**src/rtl/b_muxn_rr.sv**
```systemverilog
// N-channel streaming multiplexer with valid/ready on every port, one registered
// output stage, and either external (fixed) or round-robin channel selection.
module b_muxn_rr #(
  parameter int W    = 8,
  parameter int N    = 4,
  parameter int SELW = 2
) (
  input  logic            clk,
  input  logic            rst,
  input  logic [N*W-1:0]  i,
  input  logic [N-1:0]    i_valid,
  output logic [N-1:0]    i_ready,
  input  logic            mode,
  input  logic [SELW-1:0] s,
  output logic [W-1:0]    y,
  output logic            y_valid,
  input  logic            y_ready,
  output logic [SELW-1:0] y_ch
);

  logic            load;
  logic            grant_ok;
  logic [SELW-1:0] grant;
  logic [SELW-1:0] ptr;
  logic [W-1:0]    grant_data;
  int              best_d;
  int              d;

  // The output slot is free when empty or being drained this cycle.
  assign load = !y_valid || y_ready;

  // NOTE: every signal written here gets a default first so no path leaves it
  // unassigned, which would otherwise infer a latch.
  always_comb begin
    grant_ok = 1'b0;
    grant    = '0;
    best_d   = N;
    d        = 0;
    if (!mode) begin
      for (int k = 0; k < N; k++) begin
        if (int'(s) == k && i_valid[k]) begin
          grant_ok = 1'b1;
          grant    = SELW'(k);
        end
      end
    end else begin
      // Rotational distance from the slot after ptr; the nearest valid wins.
      for (int k = 0; k < N; k++) begin
        d = (k + 2 * N - 1 - int'(ptr)) % N;
        if (i_valid[k] && d < best_d) begin
          best_d   = d;
          grant_ok = 1'b1;
          grant    = SELW'(k);
        end
      end
    end
  end

  always_comb begin
    grant_data = '0;
    i_ready    = '0;
    for (int k = 0; k < N; k++) begin
      if (grant == SELW'(k)) begin
        grant_data = i[k*W +: W];
      end
      i_ready[k] = !rst && load && grant_ok && (grant == SELW'(k));
    end
  end

  // NOTE: state registers use non-blocking assignments so every flop samples
  // pre-edge values regardless of process ordering.
  always_ff @(posedge clk) begin
    if (rst) begin
      y       <= '0;
      y_valid <= 1'b0;
      y_ch    <= '0;
      ptr     <= SELW'(N - 1);
    end else if (load) begin
      if (grant_ok) begin
        y       <= grant_data;
        y_ch    <= grant;
        y_valid <= 1'b1;
        ptr     <= grant;
      end else begin
        y_valid <= 1'b0;
      end
    end
  end

endmodule
```
**config.mk**
```make
export PLATFORM = sky130hd
export DESIGN_NAME = b_muxn_rr
export DESIGN_NICKNAME = d
export VERILOG_FILES = /design/src/rtl/b_muxn_rr.sv
export SDC_FILE = /design/constraint.sdc
export NUM_CORES = 1
export LEC_CHECK = 0
export ABC_AREA = 1
export ABC_CLOCK_PERIOD_IN_PS = 3160
export BUFFER_PORTS_ARGS = -buffer_cell sky130_fd_sc_hd__clkbuf_2
export CORE_UTILIZATION = 38
export CTS_CLUSTER_SIZE = 12
export DETAILED_ROUTE_END_ITERATION = 6
export PLACE_DENSITY = 0.72
export SKIP_LAST_GASP = 1
export SYNTH_ARGS = -nofsm -noshare
export SYNTH_HDL_FRONTEND = slang
export SYNTH_SLANG_ARGS = --single-unit
```
**constraint.sdc**
```tcl
create_clock -name clk -period 3.16 [get_ports clk]
set_input_delay 0.158 -clock clk [delete_from_list [all_inputs] [get_ports clk]]
set_output_delay 0.158 -clock clk [all_outputs]
set_load 0.01 [all_outputs]
```
# Word level (Yosys, flattened, before mapping)
# Cells that the tools add are included.
# classes
n_reduce_logical	24
order_cmp	4
shift	0
n_addsub	4
n_bitwise	4
mul	0
mux	27
div	0
eq_ne	6
# ops
op	count
2-to-1 mux 32 bit	6
less-than comparator 3 x 32 -> 1 bit	3
2-to-1 mux 8 bit	4
subtractor 4 x 2 -> 5 bit (first input constant)	3
logical AND 1 bit	14
2-to-1 mux 1 bit	12
2-to-1 mux 2 bit	5
== test 2 bit (second input constant)	4
OR reduction 2 bit	4
AND 1 bit	4
== test 2 x 1 -> 1 bit (second input constant)	2
logical NOT 2 bit	2
less-than comparator 3 x 4 -> 1 bit (second input constant)	1
subtractor 3 x 2 -> 4 bit (first input constant)	1
logical NOT 1 bit	2
AND reduction 2 bit	1
logical OR 1 bit	1
# word_totals
word_cells	73
in_bits	42
ram_bits	0
memories	0
out_inout_bits	15
latch_bits	0
register_bits	13
rom_bits	0

# Longest topological paths before layout
# Gate-level depths: netlist of the first run.
# logic_depth
ltp_word	24
depth_mapped	30
mapped_depth_nobuf	30

# Worst setup path before layout of the first run
# No wires, ideal clock.
# synth_timing
path_type	register -> output
from	register ptr[1]
to	output port i_ready[0]
path_stages_with_launch	24
n_path_buf	1
slack_ns	0.021
arrival_time_ns	2.981
cell_sequence	dfxtp_1 xor2_1 ha_1 nand2_1 nand2_1 nand2_1 nand2_1 o22ai_1 inv_1 ha_1 inv_1 nor2_1 nand2_1 nand3_2 nor2_1 a21oi_1 ha_1 inv_1 nor2_1 nand2_2 nand4_2 nand2_4 buf_6 nor3_1
# synth_between
elab_chain_len	21
elab_cells_between_ends	38
cone_classes	add/sub: 4; order compare: 4; mux: 15; bitwise: 4; reduce/logical: 11
# synth_lines
element	line_no	source
start: declaration	24	logic [SELW-1:0] ptr;
start signal: assignment	77	ptr <= SELW'(N - 1);
start signal: assignment	83	ptr <= grant;
subtractor 3 x 2 -> 4 bit	49	d = (k + 2 * N - 1 - int'(ptr)) % N;
OR reduction 2 bit (no source line)	--	
AND 1 bit (no source line)	--	
less-than comparator 3 x 4 -> 1 bit	50	if (i_valid[k] && d < best_d) begin
logical AND 1 bit	50	
2-to-1 mux 32 bit	50	
2-to-1 mux 32 bit	39	if (!mode) begin
less-than comparator 3 x 32 -> 1 bit	50	
[... 5 more ...]	--	
2-to-1 mux 32 bit	50	
2-to-1 mux 32 bit	39	
less-than comparator 3 x 32 -> 1 bit	50	
logical AND 1 bit	50	
2-to-1 mux 2 bit / 2-to-1 mux 1 bit (equally long branches)	50	
2-to-1 mux 2 bit / 2-to-1 mux 1 bit (equally long branches)	39	
logical NOT 2 bit / logical AND 1 bit (equally long branches)	66	i_ready[k] = !rst && load && grant_ok && (grant == SELW'(k));
logical AND 1 bit (*)	66	
end: declaration	12	output logic [N-1:0] i_ready,
# Mark *: on every way between the ends. The rest lies on a longest branch, timed or not. The select of a mux whose other input is x is not followed.

# Final worst setup path of the first run
# layout_timing
from	register ptr[0]
to	output port i_ready[2]
# layout_between
elab_chain_len	21
elab_cells_between_ends	38
cone_classes	add/sub: 4; order compare: 4; eq/ne: 1; mux: 15; bitwise: 4; reduce/logical: 10
# layout_lines
element	line_no
subtractor 3 x 2 -> 4 bit	49
OR reduction 2 bit (no source line)	--
AND 1 bit (no source line)	--
less-than comparator 3 x 4 -> 1 bit	50
logical AND 1 bit	50
2-to-1 mux 32 bit	50
2-to-1 mux 32 bit	39
less-than comparator 3 x 32 -> 1 bit	50
[... 5 more ...]	--
2-to-1 mux 32 bit	50
2-to-1 mux 32 bit	39
less-than comparator 3 x 32 -> 1 bit	50
logical AND 1 bit	50
2-to-1 mux 2 bit / 2-to-1 mux 1 bit (equally long branches)	50
2-to-1 mux 2 bit / 2-to-1 mux 1 bit (equally long branches)	39
== test 2 bit / logical AND 1 bit (equally long branches)	66
logical AND 1 bit (*)	66
# Marks and branches as above.

==> results.ini, run 1 <==
[clocking]
h-tree-depth=1
path_clk_slew_ps=80
clock-sinks=13
cts-buffers-inserted=3
cts_root_buf=clkbuf_4
hold_buffers=0
max-clock-path-buffers=2
insertion_delay_ps=260
cts_tree=yes

[route]
drt_wl_total_um=3190
drtIter0Drc=80
wl_per_cell_um=11.2
ant_nets=0
drc=2
vias_per_cell=4.88
dr_total_vias=1396
firstDrtPassIters=6

[timing]
slew_headroom_pct=66.1
rsz0062_at_grt=true
fmax_ghz=0.281
worst_hold_slack_ps=174
drv_slew=0
fin_ws_ps=-403
timing.final.crit_share_pct=113
finalSetupViolations=14
tightest_slew_ps=504
finalHoldViolCount=0
skew_ps=1.78
period_minus_slack_ps=3560
finalSetupTns_ps=-3690

[setup_path]
crit_slowest_cell=dfxtp_2
timing.rr.start=ptr[0]
path_class=reg -> out
cpPeakStageDelay_ps=340
path_max_fanout=5
reg2reg_slack_ps=-300
cp.required_ps=3000
timing.critical_path.to_type=primary output
crit_arrival_ps=3410
crit_start=ptr[0]
crit_top_cell=nand2_1
startpoint_type=register
r2r_end=y[3]
worstSetupEndpoint=i_ready[2]
worstPathCellList=xor2_2 -> ha_1 -> nand2_1 -> nand2_1 -> nand2_2 -> nand2_4 -> nand2_4 -> o22ai_4 -> inv_1 -> ha_1 -> inv_1 -> nor2_1 -> nand2_1 -> nand3_2 -> buf_4 -> buf_4 -> buf_4 -> nand2_1 -> o21ai_1 -> inv_1 -> nand2_8 -> nor3_1 -> clkbuf_2
worst-r2r-cell-count=29

[floorplanning]
rows=19
io_pins=57
core_um2=2760
die_x_um=55.8
die_y_um=55.8
fp.dieArea_um2=3120
start_util_pct=39.9

[logic_synthesis]
syn_inst=170
synth.area.top_cells=dfxtp_1, nand2_1, nand3_1
synth_fp_nets=215
synth.yosys.seq_area_share_pct=23.6
synth_top_cell_area_share_pct=23.6
ys_ff_latch=13
synth_top_area_cell=dfxtp_1
synthDistinctLibCells=29
syn_avg_cell_area_um2=6.48
yosys_warnings=0
synth_area_um2=1100

[power_and_ir_drop]
peakVddDrop_uv=303
p_leak_nw=0.943
powerDensity_nw_per_um2=478
total_power_mw=0.852

[global_route]
globalRouteMet1Util_pct=27.5
met2_usage_pct=35.1
grt_pass1_vias=1249
grt_use_met3_pct=0.698
track_usage_pct=20.5
grt_start_max_net_pins=14
antenna_found_initial=0
grt_pass1_wl_um=5270
grt_remaining_overflow=0
top_usage_layer=met2

[placement]
dp_slack_ps=-165
finalWeightedCongestion=0.821
dp_hpwl_um=2150
portBuffers=56

[hold_path]
hp-start=rst
hp-class=in -> reg

[job]
drv_cap=0

[layout]
syn2layout_area_growth_pct=62.0
drive_gt1_share_pct=48.2
final_nets=301
mostFrequentLayoutCell=clkbuf_2
mostFrequentLayoutCells=clkbuf_2, nand2_1, nand3_1, buf_4, inv_1
fin_util_pct=64.7
antenna_cells=0

[outcome]
run_status=finished, violations left
violations=design-rule violations, negative setup slack

-- worst min-delay path by stage --
stage / to / slack [ps] / cells after the start
after global placement: y[2] / 450 / 2
final: y[0] / 170 / 2
after global routing: y[0] / 190 / 2
after detailed placement: y[4] / 460 / 2
after CTS: y[0] / 170 / 2
after floorplan: y_valid / 360 / 3
-- synth_stat cells (all sizes together) --
master and n:
a21oi 12, a31oi 1, buf 3, clkbuf 1, clkinv 1, dfxtp 13
ha 3, inv 24, nand2 49, nand3 31, nand4 5, nor2 13
nor3 4, o211ai 2, o21ai 6, o22ai 1, xor2 1
-- metrics by stage --
stage               std cells  instance area, um2
finish                    286                1780
global placement          262                1450
floorplan                 170                1100
CTS                       283                1670
detailed placement        262                1450
global route              286                1780
-- routing by layer --
layer	wire length [um]	part of all wire [%]	vias up
li1	-	-	733
met1	1350	42	606
met2	1620	51	51
met3	158	5.0	6
met4	68	2.1	0
met5	0	0	-
-- what timing repair did --
item	4_1_cts	5_1_grt
endpoints found under the setup margin	12	16
setup buffers	16	3
pin swaps	15	17
cloned	1	0
gates resized for setup	15	23
-- critical path, delay by kind of cell, from the launching register on --
family / cells / cell delay, ps
simple gates: 11 / 980
buf+inv: 7 / 940
fa+ha+maj: 2 / 530
flops: 1 / 340
xor+xnor: 1 / 180
compound gates: 2 / 160
-- logic make-up (layout without fill, tap and decap cells) --
group           count (synthesis)  after routing  synth area share (%)
compound gates                 22             22                  12.0
xor+xnor                        1              1                 0.796
fa+ha+maj                       3              3                  3.41
buf+inv                        29            113                  12.3
flops                          13             13                  23.6
simple gates                  102            103                  47.8
-- area by class of cell --
type,count,area (um2)
fill,250,973
multi-input combinational,129,843
timing repair buffer,84,505
sequential,13,263
inverter,25,108
tap,31,38.8
clock buffer,4,26.3
-- sequential cells by signal, summed over array words and instances (netlist names) --
name / cells
ptr: 2
y_valid: 1
y: 8
y_ch: 2
-- report_power, final --
group | leakage (nW) | switching, mW | internal, mW
sequential | 0.107 | 0.0175 | 0.193
clock | 0.0150 | 0.0496 | 0.0487
combinational | 0.821 | 0.299 | 0.245
total | 0.943 | 0.366 | 0.487
No activity file was read; power rests on OpenSTA's default activity.
==> inputs of run 2 (changes only) <==
--- a/config.mk
+++ b/config.mk
@@ -12,6 +12,7 @@
 export CTS_CLUSTER_SIZE = 12
 export DETAILED_ROUTE_END_ITERATION = 6
 export PLACE_DENSITY = 0.72
+export SKIP_CTS_REPAIR_TIMING = 1
 export SKIP_LAST_GASP = 1
 export SYNTH_ARGS = -nofsm -noshare
 export SYNTH_HDL_FRONTEND = slang
==> run 2 against run 1 <==
  * The run still ends with design-rule violations, negative setup slack left
  * Die area is the same
  * Count of clock-buffer cells in the layout is the same
  * Via count shrank 6.4%
  * Core utilization shrank 6.0 points
  * Sequential power is essentially flat
  * Critical endpoint is now i_ready[3]
==> results.ini, run 2 (synthesis gave the netlist of run 1 again) <==
[timing]
fmax_ghz=0.281  ; about the same
rsz0062_at_grt=true
slew_headroom_pct=66.6  ; +0.56 points
timing.final.crit_share_pct=113  ; about the same
finalSetupTns_ps=-3760  ; -72.7 ps
period_minus_slack_ps=3560  ; -0.859 ps
finalHoldViolCount=0  ; unchanged
worst_hold_slack_ps=174  ; -0.0350 ps
drv_slew=0  ; unchanged
fin_ws_ps=-402  ; +0.859 ps
tightest_slew_ps=496  ; -8.38 ps
skew_ps=1.89  ; +0.109 ps
finalSetupViolations=12  ; -2

[clocking]
path_clk_slew_ps=80  ; about the same
max-clock-path-buffers=2  ; unchanged
h-tree-depth=1  ; unchanged
cts_root_buf=clkbuf_4
cts_tree=yes
clock-sinks=13  ; unchanged
insertion_delay_ps=260  ; about the same
cts-buffers-inserted=3  ; unchanged

[setup_path]
startpoint_type=register
timing.critical_path.to_type=primary output
crit_arrival_ps=3400  ; about the same
cp_top_family=simple AND/OR/NAND/NOR gates
crit_slowest_cell=dfxtp_2
path_max_fanout=9  ; +4
cpPeakStageDelay_ps=340  ; about the same
path_class=reg -> out
crit_buf_inv=5  ; -2
crit_top_cell=nand2_2
cp.required_ps=3000  ; about the same

[placement]
finalWeightedCongestion=0.821  ; unchanged
dp_slack_ps=-165  ; unchanged
place_area_um2=1450  ; unchanged
portBuffers=56  ; unchanged
dp_hpwl_um=2150  ; unchanged

[power_and_ir_drop]
powerDensity_nw_per_um2=468  ; -2.1%
total_power_mw=0.757  ; -11%
peakVddDrop_uv=296  ; -2.3%
p_leak_nw=0.861  ; -8.7%

[layout]
mostFrequentLayoutCells=clkbuf_2, nand2_1, nand3_1, inv_1, buf_4
largest-register=y
top_regs=y (8), ptr (2), y_ch (2)
design_area_um2=1620  ; -9.3%
antenna_cells=0  ; unchanged
mostFrequentLayoutCell=clkbuf_2
multi_input_area_um2=788  ; -6.5%
largest_register_ffs=8  ; unchanged
regArea_um2=263  ; unchanged
drive_gt1_share_pct=46.5  ; -1.8 points
fillCellCount=276  ; +10%
final_nets=287  ; -4.7%
syn2layout_area_growth_pct=46.9

[floorplanning]
start_util_pct=39.9  ; unchanged
rows=19  ; unchanged
io_pins=57  ; unchanged
die_y_um=55.8  ; unchanged
fp.dieArea_um2=3120  ; unchanged
core_um2=2760  ; unchanged
die_x_um=55.8  ; unchanged

[hold_path]
hp-class=in -> reg

[route]
drt_wl_total_um=2780  ; -13%
dr_total_vias=1307  ; -6.4%
wl_per_cell_um=10.2  ; -8.4%
drc=2  ; unchanged
vias_per_cell=4.81  ; -1.6%
firstDrtPassIters=6  ; unchanged
drtIter0Drc=58  ; -28%
ant_nets=0  ; unchanged

[job]
drv_cap=0  ; unchanged

[global_route]
grt_remaining_overflow=0  ; unchanged
antenna_found_initial=0  ; unchanged
grt_pass1_wl_um=4550  ; -14%
grt_start_max_net_pins=14  ; unchanged
grt_pass1_vias=1095  ; -12%
track_usage_pct=17.5  ; -3.0 points

[outcome]
violations=design-rule violations, negative setup slack
run_status=finished, violations left

## run 2: cell types whose count changed in the layout (fill, tap and decap cells not counted), sizes merged
| cell | before | now |
|---|---|---|
| buf | 31 | 19 |
| clkbuf | 57 | 56 |
| nand2 | 50 | 49 |
## run 2: stage by stage
step | cells | util, %
6_report | 272 | 58.7
4_1_cts | 266 | 53.5
5_1_grt | 272 | 58.7
2_1_floorplan | 170 | -
3_5_place_dp | 262 | 52.6
3_3_place_gp | 262 | 52.6
## run 2: area by class of cell
class                           instances  area share (%)
Clock buffer                            4            1.62
Inverter                               25            6.50
Tap cell                               31            2.40
Multi-Input combinational cell        128            48.7
Sequential cell                        13            16.2
Timing Repair Buffer                   71            24.5
## run 2: layer usage
| layer | global-route usage (%) | part of all wire [%] | up-vias |
|---|---|---|---|
| met5 | 0 | 0 | - |
| met4 | 6.27 | 0.97 | 0 |
| met3 | 0.698 | 6.5 | 2 |
| met2 | 28.1 | 47 | 56 |
| met1 | 25.0 | 45 | 548 |
| li1 | - | - | 701 |
## run 2: final timing paths
check,end,slack (ps),cells past startpoint,startpoint
max,i_ready[3],-400,27,ptr[0]
min,y[0],170,2,rst
max reg2reg,y[1],-310,28,ptr[0]
min reg2reg,y[4],470,2,y[4]
## run 2: worst reg2reg max path: cells and delay by family, from the launching register on
kind            cells  cell delay (ps)
simple gates       17             1480
fa+ha+maj           3              810
flops               1              340
buf+inv             4              310
compound gates      3              280
xor+xnor            1              180
## run 2: report_power, final
part / total (mW) / internal [mW] / switching [mW]
clock: 0.0994 / 0.0487 / 0.0507
combinational: 0.447 / 0.189 / 0.258
sequential: 0.210 / 0.193 / 0.0174
==> inputs of run 3 (changes only) <==
--- a/config.mk
+++ b/config.mk
@@ -9,9 +9,10 @@
 export ABC_CLOCK_PERIOD_IN_PS = 3160
 export BUFFER_PORTS_ARGS = -buffer_cell sky130_fd_sc_hd__clkbuf_2
 export CORE_UTILIZATION = 38
-export CTS_CLUSTER_SIZE = 12
+export CTS_CLUSTER_SIZE = 30
 export DETAILED_ROUTE_END_ITERATION = 6
 export PLACE_DENSITY = 0.72
+export SETUP_SLACK_MARGIN = 0.1
 export SKIP_CTS_REPAIR_TIMING = 1
 export SKIP_LAST_GASP = 1
 export SYNTH_ARGS = -nofsm -noshare
==> run 3 against run 2 <==
  * The flow finishes with violations (negative setup slack)
  * Non-clock buffer count increased by 9
  * Global-route usage increased by 1.7 points
  * Flip-flop and latch count is the same
  * Wire length is 12% higher
  * Via count rose by 5.2%
  * Count of clock-buffer cells in the layout unchanged
  * Setup slack got worse by 22 ps
  * Sequential share of layout area down 1.1 points
  * Combinational power rose by 16%
==> results.ini, run 3 (synthesis gave the netlist of run 1 again) <==
[outcome]
run_status=finished, violations left
violations=negative setup slack

[global_route]
track_usage_pct=19.1  ; +1.7 points
antenna_found_initial=0  ; unchanged
grt_remaining_overflow=0  ; unchanged
grt_pass1_vias=1253  ; +14%
grt_pass1_wl_um=4930  ; +8.3%
grt_start_max_net_pins=14  ; unchanged

[layout]
mostFrequentLayoutCells=clkbuf_2, nand2_1, nand3_1, inv_1, buf_4
fillCellCount=266  ; -3.6%
multi_input_area_um2=796  ; +0.95%
mostFrequentLayoutCell=clkbuf_2
layout.cells.non_filler=281  ; +3.3%
drive_gt1_share_pct=48.8  ; +2.3 points
largest_register_ffs=8  ; unchanged
antenna_cells=0  ; unchanged
largest-register=y
final_nets=296  ; +3.1%
top_regs=y (8), ptr (2), y_ch (2)
syn2layout_area_growth_pct=58.8
regArea_um2=265  ; +0.95%
fin_util_pct=63.4  ; +4.7 points

[clocking]
path_clk_slew_ps=80  ; about the same
cts_tree=yes
insertion_delay_ps=270  ; about the same
cts-buffers-inserted=3  ; unchanged
cts_root_buf=clkbuf_4
clock-sinks=13  ; unchanged
max-clock-path-buffers=2  ; unchanged
h-tree-depth=1  ; unchanged

[placement]
finalWeightedCongestion=0.756  ; -8.0%
dp.cells=266  ; +1.5%
portBuffers=56  ; unchanged
dp_hpwl_um=2320  ; +8.1%

[timing]
rsz0062_at_grt=true
timing.final.crit_share_pct=113  ; +0.71 points
skew_ps=6.34  ; +4.45 ps
fmax_ghz=0.279  ; -0.62%
finalHoldViolCount=0  ; unchanged
slew_headroom_pct=63.5  ; -3.1 points
tightest_slew_ps=542  ; +46.4 ps
finalSetupViolations=16  ; +4
fin_ws_ps=-425  ; -22.3 ps
drv_slew=0  ; unchanged
period_minus_slack_ps=3580  ; +22.3 ps

[hold_path]
hold_path_depth=4  ; +2
hp-class=in -> reg

[route]
drc=0  ; -2
dr_total_vias=1375  ; +5.2%
drtIter0Drc=49  ; -16%
ant_nets=0  ; unchanged
wl_per_cell_um=11.0  ; +7.9%
drt_wl_total_um=3100  ; +12%
vias_per_cell=4.89  ; +1.8%
firstDrtPassIters=4  ; -2

[power_and_ir_drop]
pwr-share-seq_pct=25.3  ; -2.5 points
powerDensity_nw_per_um2=474  ; +1.2%
combPwrFrac_pct=62.7  ; +3.6 points
p_sw_mw=0.347  ; +6.5%
peakVddDrop_uv=308  ; +4.1%
intPower_mw=0.481  ; +12%
pwr-share-clk_pct=12.0  ; -1.1 points
p_leak_nw=0.906  ; +5.1%
switching_share_pct=41.9  ; -1.1 points

[floorplanning]
io_pins=57  ; unchanged
fp.dieArea_um2=3120  ; unchanged
start_util_pct=39.9  ; unchanged
die_y_um=55.8  ; unchanged
die_x_um=55.8  ; unchanged
rows=19  ; unchanged
core_um2=2760  ; unchanged

[setup_path]
cpPeakStageDelay_ps=340  ; about the same
crit_arrival_ps=3430  ; +30 ps
crit_slowest_cell=dfxtp_2
path_max_fanout=8  ; -1
crit_buf_inv=4  ; -1
startpoint_type=register
timing.critical_path.to_type=primary output
path_depth=24  ; -11%
cp.required_ps=3000  ; about the same
reg2reg_slack_ps=-390  ; -80 ps
cp_top_family=simple AND/OR/NAND/NOR gates
path_class=reg -> out
worstPathCellList=xor2_2 -> ha_1 -> nand2_1 -> nand2_1 -> nand2_2 -> nand2_2 -> nand2_2 -> o22ai_2 -> inv_1 -> ha_1 -> inv_1 -> nor2_1 -> nand2_1 -> nand3_2 -> nor2_2 -> a21oi_1 -> ha_1 -> o21ai_0 -> nand4_4 -> nand2_8 -> buf_12 -> nand2_8 -> nor2_4 -> buf_6
worst-r2r-cell-count=27  ; -3.6%

[job]
drv_cap=0  ; unchanged

## run 3: changes by cell type in the layout (fill, tap and decap cells not counted), moves of 2 or more
cell / before / now
buf_4: 14 / 19
buf_12: 0 / 3
a21oi_1: 8 / 6
a21oi_2: 4 / 6
buf_6: 1 / 3
nand2_1: 35 / 37
nand2_2: 10 / 8
## run 3: final cells by class
cell class / count / area share, %
Sequential cell: 13 / 15.2
Multi-Input combinational cell: 128 / 45.5
Inverter: 25 / 6.30
Tap cell: 31 / 2.22
Clock buffer: 4 / 1.50
Timing Repair Buffer: 80 / 29.3
## run 3: final timing paths
| path | start | to |
|---|---|---|
| min reg2reg | y[6] | y[6] |
| max reg2reg | ptr[0] | y[1] |
| max | ptr[0] | i_ready[3] |
| min | y_ready | y_valid |
## run 3: metal layers
metal | track usage, % | wire length (um) | vias to the layer above | share of wire, %
li1 | - | - | 718 | -
met1 | 22.8 | 1300 | 604 | 42
met2 | 34.9 | 1600 | 51 | 52
met3 | 2.09 | 190 | 2 | 6.1
met4 | 7.32 | 8 | 0 | 0.26
met5 | 0 | 0 | - | 0
## run 3: metrics by stage
step                      worst slack, ps  hold slack (ps)  instance area [um2]  total power [mW]  setup TNS, ps
after detailed placement             -161              460                 1520             0.630          -1730
final                                -425              176                 1750             0.828          -4580
after global routing                 -658              192                 1750             0.897          -8660
after global placement               -102              456                 1520             0.627           -906
after CTS                            -484              170                 1540             0.732          -3330
after floorplan                      32.5              360                 1110             0.490              0
## run 3: worst reg2reg max path, stage by stage (launching register included)
cell	delay [ps]
dfxtp_2	340
xor2_2	170
ha_1	270
nand2_1	50
nand2_1	70
nand2_2	60
nand2_2	100
nand2_2	70
o22ai_2	140
inv_1	60
ha_1	290
inv_1	60
nor2_1	40
nand2_1	60
nand3_2	90
nor2_2	120
a21oi_1	40
ha_1	180
o21ai_0	210
nand4_4	190
nand2_8	160
buf_12	120
nand2_8	50
buf_4	150
o21ai_1	150
inv_1	60
nand2_1	90
a21oi_2	50
## run 3: power by group through the flow
stage / clock network (mW) / registers (mW) / logic, mW
finish: 0.0996 / 0.209 / 0.519
global route: 0.109 / 0.213 / 0.576
CTS: 0.103 / 0.208 / 0.421
detailed placement: 0 / 0.211 / 0.419
global placement: 0 / 0.210 / 0.417
floorplan: 0 / 0.223 / 0.267
